<file path="src/rtl/rv32i_pkg.sv">
//------------------------------------------------------------------
// rv32i_pkg -- shared fetch types and constants.       Rev 1.0
//------------------------------------------------------------------
`default_nettype none

package rv32i_pkg;

  localparam int          XLEN    = 32;
  localparam logic [31:0] PC_STEP = 32'd4;

  typedef struct packed {
    logic [XLEN-1:0] pc;
    logic [XLEN-1:0] instr;
  } fetch_entry_t;

  typedef enum logic [1:0] {
    S_BOOT = 2'd0,
    S_RUN  = 2'd1,
    S_HALT = 2'd2
  } ifetch_state_e;

endpackage

`default_nettype wire

</file>
<file path="src/rtl/fetch_queue.sv">
//------------------------------------------------------------------
// fetch_queue -- circular FIFO of {pc, instr} with flush. Rev 1.0
//------------------------------------------------------------------
`default_nettype none

module fetch_queue
  import rv32i_pkg::*;
#(
  parameter int QDEPTH = 2
) (
  input  logic         clk,
  input  logic         reset_n,
  input  logic         flush,
  input  logic         push,
  input  logic         pop,
  input  fetch_entry_t push_data,
  output fetch_entry_t head,
  output logic         empty,
  output logic         full
);

  localparam int AW = $clog2(QDEPTH);

  fetch_entry_t  mem [QDEPTH];
  logic [AW-1:0] rd_ptr;
  logic [AW-1:0] wr_ptr;
  logic [AW:0]   count;

  // Entries are cleared on reset so the head reads zero until the first push.
  always_ff @(posedge clk or negedge reset_n) begin
    if (!reset_n) begin
      for (int i = 0; i < QDEPTH; i++) begin
        mem[i] <= '0;
      end
      rd_ptr <= '0;
      wr_ptr <= '0;
      count  <= '0;
    end else if (flush) begin
      rd_ptr <= '0;
      wr_ptr <= '0;
      count  <= '0;
    end else begin
      if (push) begin
        mem[wr_ptr] <= push_data;
        wr_ptr      <= wr_ptr + AW'(1);
      end
      if (pop) begin
        rd_ptr <= rd_ptr + AW'(1);
      end
      if (push && !pop) begin
        count <= count + (AW+1)'(1);
      end else if (pop && !push) begin
        count <= count - (AW+1)'(1);
      end
    end
  end

  assign head  = mem[rd_ptr];
  assign empty = (count == '0);
  assign full  = (count == (AW+1)'(QDEPTH));

endmodule

`default_nettype wire

</file>
<file path="src/rtl/ifetch_ctrl.sv">
//------------------------------------------------------------------
// ifetch_ctrl -- PC owner, IMEM fetch and prefetch queue. Rev 1.0
//------------------------------------------------------------------
`default_nettype none

module ifetch_ctrl
  import rv32i_pkg::*;
#(
  parameter logic [XLEN-1:0] RESET_PC = 32'h0000_0000,
  parameter int              QDEPTH   = 2
) (
  input  logic            clk,
  input  logic            reset_n,
  input  logic            fetch_en,
  input  logic            redirect_valid,
  input  logic [XLEN-1:0] redirect_pc,
  output logic [XLEN-1:0] Instr_Addr,
  input  logic [XLEN-1:0] Instr_rdata,
  output logic            out_valid,
  input  logic            out_ready,
  output logic [XLEN-1:0] out_pc,
  output logic [XLEN-1:0] out_instr,
  output logic [XLEN-1:0] fetched_cnt
);

  ifetch_state_e   state;
  ifetch_state_e   state_next;
  logic [XLEN-1:0] fetch_pc;
  logic            enq;
  logic            deq;
  logic            flush;
  logic            q_empty;
  logic            q_full;
  fetch_entry_t    push_entry;
  fetch_entry_t    head_entry;
  logic            unused_redirect_lsbs;

  assign unused_redirect_lsbs = ^redirect_pc[1:0];

  always_ff @(posedge clk or negedge reset_n) begin
    if (!reset_n) begin
      state <= S_BOOT;
    end else begin
      state <= state_next;
    end
  end

  // A full queue still accepts a fetch when its head leaves in the same cycle.
  always_comb begin
    state_next = state;
    enq        = 1'b0;
    flush      = 1'b0;
    case (state)
      S_BOOT: state_next = fetch_en ? S_RUN : S_HALT;
      S_RUN: begin
        enq = !redirect_valid && (!q_full || (out_valid && out_ready));
        if (!fetch_en) begin
          state_next = S_HALT;
        end
      end
      S_HALT: begin
        if (fetch_en) begin
          state_next = S_RUN;
        end
      end
      default: state_next = S_BOOT;
    endcase
    if (state != S_BOOT) begin
      flush = redirect_valid;
    end
    deq = out_valid && out_ready && !flush;
  end

  always_ff @(posedge clk or negedge reset_n) begin
    if (!reset_n) begin
      fetch_pc    <= RESET_PC;
      fetched_cnt <= '0;
    end else if (flush) begin
      fetch_pc <= {redirect_pc[XLEN-1:2], 2'b00};
    end else if (enq) begin
      fetch_pc    <= fetch_pc + PC_STEP;
      fetched_cnt <= fetched_cnt + 32'd1;
    end
  end

  assign push_entry = '{pc: fetch_pc, instr: Instr_rdata};

  fetch_queue #(
    .QDEPTH (QDEPTH)
  ) u_queue (
    .clk       (clk),
    .reset_n   (reset_n),
    .flush     (flush),
    .push      (enq),
    .pop       (deq),
    .push_data (push_entry),
    .head      (head_entry),
    .empty     (q_empty),
    .full      (q_full)
  );

  assign Instr_Addr = fetch_pc;
  assign out_valid  = !q_empty;
  assign out_pc     = head_entry.pc;
  assign out_instr  = head_entry.instr;

endmodule

`default_nettype wire
</file>
<file path="config.mk">
export PLATFORM = sky130hd
export DESIGN_NAME = ifetch_ctrl
export DESIGN_NICKNAME = d
export VERILOG_FILES = /design/src/rtl/rv32i_pkg.sv /design/src/rtl/fetch_queue.sv /design/src/rtl/ifetch_ctrl.sv
export SDC_FILE = /design/constraint.sdc
export NUM_CORES = 1
export LEC_CHECK = 0
export CORE_ASPECT_RATIO = 1.1
export CORE_MARGIN = 4
export CORE_UTILIZATION = 45
export DETAILED_ROUTE_END_ITERATION = 7
export GPL_TIMING_DRIVEN = 0
export HOLD_SLACK_MARGIN = 0.05
export PLACE_DENSITY = 0.8
export SLEW_MARGIN = 20
export SYNTH_ARGS = -nofsm -noshare
export SYNTH_HDL_FRONTEND = slang
export SYNTH_SLANG_ARGS = --single-unit
</file>
<file path="constraint.sdc">
create_clock -name clk -period 3.11 [get_ports clk]
set_clock_uncertainty 0.2 [all_clocks]
set_input_delay 0.4665 -clock clk [delete_from_list [all_inputs] [get_ports clk]]
set_output_delay 0.4665 -clock clk [all_outputs]
set_load 0.05 [all_outputs]
</file>
# Word-level counts from Yosys, hierarchy flattened
# Index checks and enable logic that the tools add are counted.
# totals
input_bits,69
elab_cells,69
reg_bits,198
# op_classes
eq_ne,5
reduce_logical,21
addsub,6
n_lt_le_gt_ge,3
n_bitwise,3
mux,21
# op_table
cell,n
two-way mux 64 bit,4
bitwise mux 128 bit,1
demux 64 bit (select 1 bit),1
two-way mux 32 bit,2
"adder 32 x 1 -> 32 bit, second input constant",1
"adder 32 x 3 -> 32 bit, second input constant",1
two-way mux 2 bit,6
logical AND 1 bit,6
zero test 1 bit,6
two-way mux 1 bit,6
one-hot mux 2 bit (3 select lines),1
nonzero test 2 bit,3
"== test 2 bit, second input constant",2
">= comparator 2 bit, second input constant",2
zero test 2 bit,2
"inequality test 2 bit, second input constant",2
NOT 1 -> 2 bit,2
AND reduction 2 bit,2
nonzero test 3 bit,1
"adder 1 bit, second input constant",2
"adder 2 x 1 -> 2 bit, second input constant",1
"== test 2 x 1 -> 1 bit, second input constant",1
"< comparator 2 x 1 -> 1 bit, second input constant",1
"subtractor 2 x 1 -> 2 bit, second input constant",1
2 further kinds,2

# Logic depth before layout (Yosys ltp)
# logic_depth
depth_word,11
depth_mapped,7
mapped_depth_nobuf,6

# Cells and area by module
# From an unflattened synthesis, not the netlist that was laid out.
# hier_totals
cells_unflattened,736
area_unflattened_um2,9575.4
# by_module_without_submodules
mod,cells_per_inst,seq_area_each_um2,area_per_inst_um2,n_inst
fetch_queue,361,3303.2,6043.3,1
ifetch_ctrl,375,1601.5,3532.1,1

# Least setup slack after synthesis
# No wires, ideal clock.
# synth_timing
path_kind,reg2reg
from,register fetched_cnt[4]
to,register fetched_cnt[21]
slack_ns,0.818
arrival_ns,2.010
required_time_ns,2.828
stages_incl_launch_ff,7
n_path_buf,1
path_cell_list,dfrtp_1 > and4_1 > and3_1 > clkbuf_1 > nand4_2 > nor3_1 > xor2_1
# synth_via
elab_chain_cells,1
# synth_lines
item,line_no,text
from (decl),ifetch_ctrl.sv:23,output logic [XLEN-1:0] fetched_cnt
from (signal assigned),ifetch_ctrl.sv:82,fetched_cnt <= fetched_cnt + 32'd1;
adder 32 x 1 -> 32 bit,ifetch_ctrl.sv:82,
# Every way passes these cells.
# A chain may end at the register's enable or synchronous reset.

# Worst setup path in the final report
# layout_timing
from,register u_queue.rd_ptr
to,output port out_pc[4]
# layout_via
elab_chain_cells,4
# layout_lines
item,line_no,text
from (decl),fetch_queue.sv:25,logic [AW-1:0] rd_ptr;
from (signal assigned),fetch_queue.sv:48,rd_ptr <= rd_ptr + AW'(1);
NOT 1 -> 2 bit (not written as such),fetch_queue.sv:58,assign head = mem[rd_ptr];
two-way mux 64 bit (not written as such) (3 in series),fetch_queue.sv:58,
to (decl),ifetch_ctrl.sv:21,"output logic [XLEN-1:0] out_pc,"
# Every way passes these cells. The select of a mux whose other input is x is not followed.

==> results.cfg <==
[clock_tree]
clock_path_buffers = 2
clk_pin_slew_worst_paths_ns = 0.07
root_buffer = clkbuf_16
cts_made_buffers = 17
post_cts_buffers = 0
clk_latency_ns = 0.43
tritoncts = built
htreeDepth = 4
clock-sinks = 192

[synth]
ys_warn_count = 0
avgSynthCellArea_um2 = 13.0
ys_ff_latch = 192
yosysSeqAreaShare_pct = 54.7
yosysUniqueCellTypes = 44
synth_edf_count = 0
synth_ff_type = dfrtp_1
synth_cells = 674
synthTopCellsByArea = dfrtp_1 (55%), mux2_2 (23%), xor2_1 (3.4%), xnor2_1 (2.5%), nand2_1 (2.1%)
synth_top_area_cell = dfrtp_1
syn_area_mm2 = 0.00879
async_reset_ff_share_pct = 100
yosys.area.top_type_share_pct = 54.7

[setup_path]
critPathMaxFanout = 10
timing.rr.start = u_queue.count[0]$_DFFE_PN0P_
crit_arrival_ns = 2.37
crit_type = flop to output port
reg2reg_setup_slack_ns = 0.45
critPathRequiredTime_ns = 2.44
timing.rr.end = u_queue.mem[46]$_DFFE_PN0P_
cp-start-kind = flop
crit_path_end_kind = output port
r2r_cells = 5

[floorplan]
core_area_mm2 = 0.0192
die_y_um = 155
pin_count = 198
die_x_um = 141
initial_core_util_pct = 45.9
std_cell_rows = 53
dieArea_mm2 = 0.0218

[sta]
fmax_ghz = 0.329
setup_viol = 0
max_slew.worst_pin.slew_ns = 0.948
hold_violations = 0
drv_slew = 0
slew_headroom_pct = 36.7
fin_crit_ns = 3.04
fin_crit_sh_pct = 97.7
rsz0062_at_grt = no

[route]
wl_per_cell_um = 18.0
viasPerCell = 5.24
dr.pass1.iters = 4
wl_um = 20700
drtIter0Drc = 297
drc = 0
ant_nets = 0
vias = 6021

[global_routing]
grt-ovfl-total = 0
grt_first_pass_wirelength_um = 34000
grt_start_max_net_pins = 84
grt_pass1_vias = 6272
antenna_found_initial = 3
grt_usage_pct = 19.6

[place]
post_dp_cell_area_mm2 = 0.0111
gp_congestion = 0.797
port_buffers = 191
hpwl_um = 14800

[pwr]
power.leakage_nw = 5.30
peakVddDrop_v = 0.000579
p_total_mw = 10.2
powerDensity_mw_per_mm2 = 869

[finish]
final_util_pct = 61.0
syn2layout_area_growth_pct = 33.0
multiInputGateArea_mm2 = 0.00380
nNetsFinal = 960
mostFrequentLayoutCells = dfrtp_1 (191), mux2_2 (179), clkdlybuf4s50_1 (137)
drive_gt1_share_pct = 28.3
final_area_mm2 = 0.0117
final_common_cell = dfrtp_1
seq_area_mm2 = 0.00481
nFillCells = 1569

[run]
max_cap_violations = 0

[min_path]
hold_path_class = input pin to async pin

[status]
status = finished, final reports clean
metal layers:
metal  track usage, %  wire length, um  vias up
met5                0               20        -
met4             6.55              371        2
met3             4.92             1440       24
met2             31.1             9840      188
met1             26.5             9020     2988
li1                 -                -     2819
cell families (layout without fill, tap and decap cells):
family | count (synthesis) | after routing | synth area share, %
compound gates | 40 | 40 | 2.49
xor+xnor | 59 | 59 | 5.88
fa+ha+maj | 2 | 2 | 0.285
buf+inv | 39 | 262 | 2.26
flops | 192 | 192 | 54.7
mux | 187 | 187 | 23.9
other cells | 1 | 6 | 0.0427
simple gates | 154 | 154 | 10.4
cell usage after synthesis (all sizes together), types with 3 or more instances:
cell type,count
xor2,34
mux2,186
inv,7
nand4,24
clkbuf,15
nor2,17
dfrtp,192
nor3,15
and3,6
nand2,49
o211ai,4
and4,3
o21ai,28
xnor2,25
a21oi,4
nand3,27
nor4,4
buf,17
stage by stage:
step / cells / TNS, ns / setup slack [ns] / hold slack [ns]
2_1_floorplan: 677 / 0 / 0.818 / -0.0291
3_3_place_gp: 1115 / -1305.75 / -6.75 / 0.257
3_5_place_dp: 1117 / -13.35 / -0.225 / 0.145
4_1_cts: 1147 / 0 / 0.000310 / 0.269
5_1_grt: 1149 / 0 / 0.00236 / 0.299
6_report: 1149 / 0 / 0.0705 / 0.275
layout make-up:
type	count	area share (%)
Clock buffer	17	3.64
Multi-Input combinational cell	446	32.5
Antenna cell	2	0.0428
Clock inverter	13	0.996
Sequential cell	192	41.1
Inverter	7	0.225
Tap cell	247	2.64
Buffer	31	1.51
Timing Repair Buffer	194	17.4
sequential cells by signal, summed over array words and instances, names as in the netlist:
signal	count
u_queue.mem	124
fetched_cnt	32
Instr_Addr	30
state	2
u_queue.count	2
u_queue.rd_ptr	1
u_queue.wr_ptr	1
critical path, cell delays in order (launching register included):
cell and delay [ns]:
dfrtp_2 0.54, clkbuf_2 0.34, mux2_2 0.37, clkdlybuf4s50_1 0.70
power by group:
group          switching [mW]  internal, mW  leakage, nW  total (mW)
registers               0.481          3.24         2.40        3.72
logic                    2.66          1.72         2.64        4.38
clock network           0.960          1.10        0.262        2.06
total                    4.10          6.06         5.30        10.2
timing repair:
item	CTS	global route
hold buffers	1	0
resized for setup	30	30
endpoints found under the hold margin	31	0
setup endpoints to repair	62	30
worst max path at each step:
stage / endpoint / slack, ns / from / cells after the start
2_1_floorplan: fetched_cnt[21]$_DFFE_PN0P_ / 0.82 / fetched_cnt[4]$_DFFE_PN0P_ / 6
4_1_cts: out_pc[9] / 0.0003 / u_queue.rd_ptr$_DFFE_PN0P_ / 3
5_1_grt: out_pc[4] / 0.002 / u_queue.rd_ptr$_DFFE_PN0P_ / 3
6_report: out_pc[4] / 0.07 / u_queue.rd_ptr$_DFFE_PN0P_ / 3
3_3_place_gp: u_queue.mem[13]$_DFFE_PN0P_ / -6.75 / reset_n / 1
3_5_place_dp: out_pc[30] / -0.22 / u_queue.rd_ptr$_DFFE_PN0P_ / 4
(Power assumes the default switching activity.)
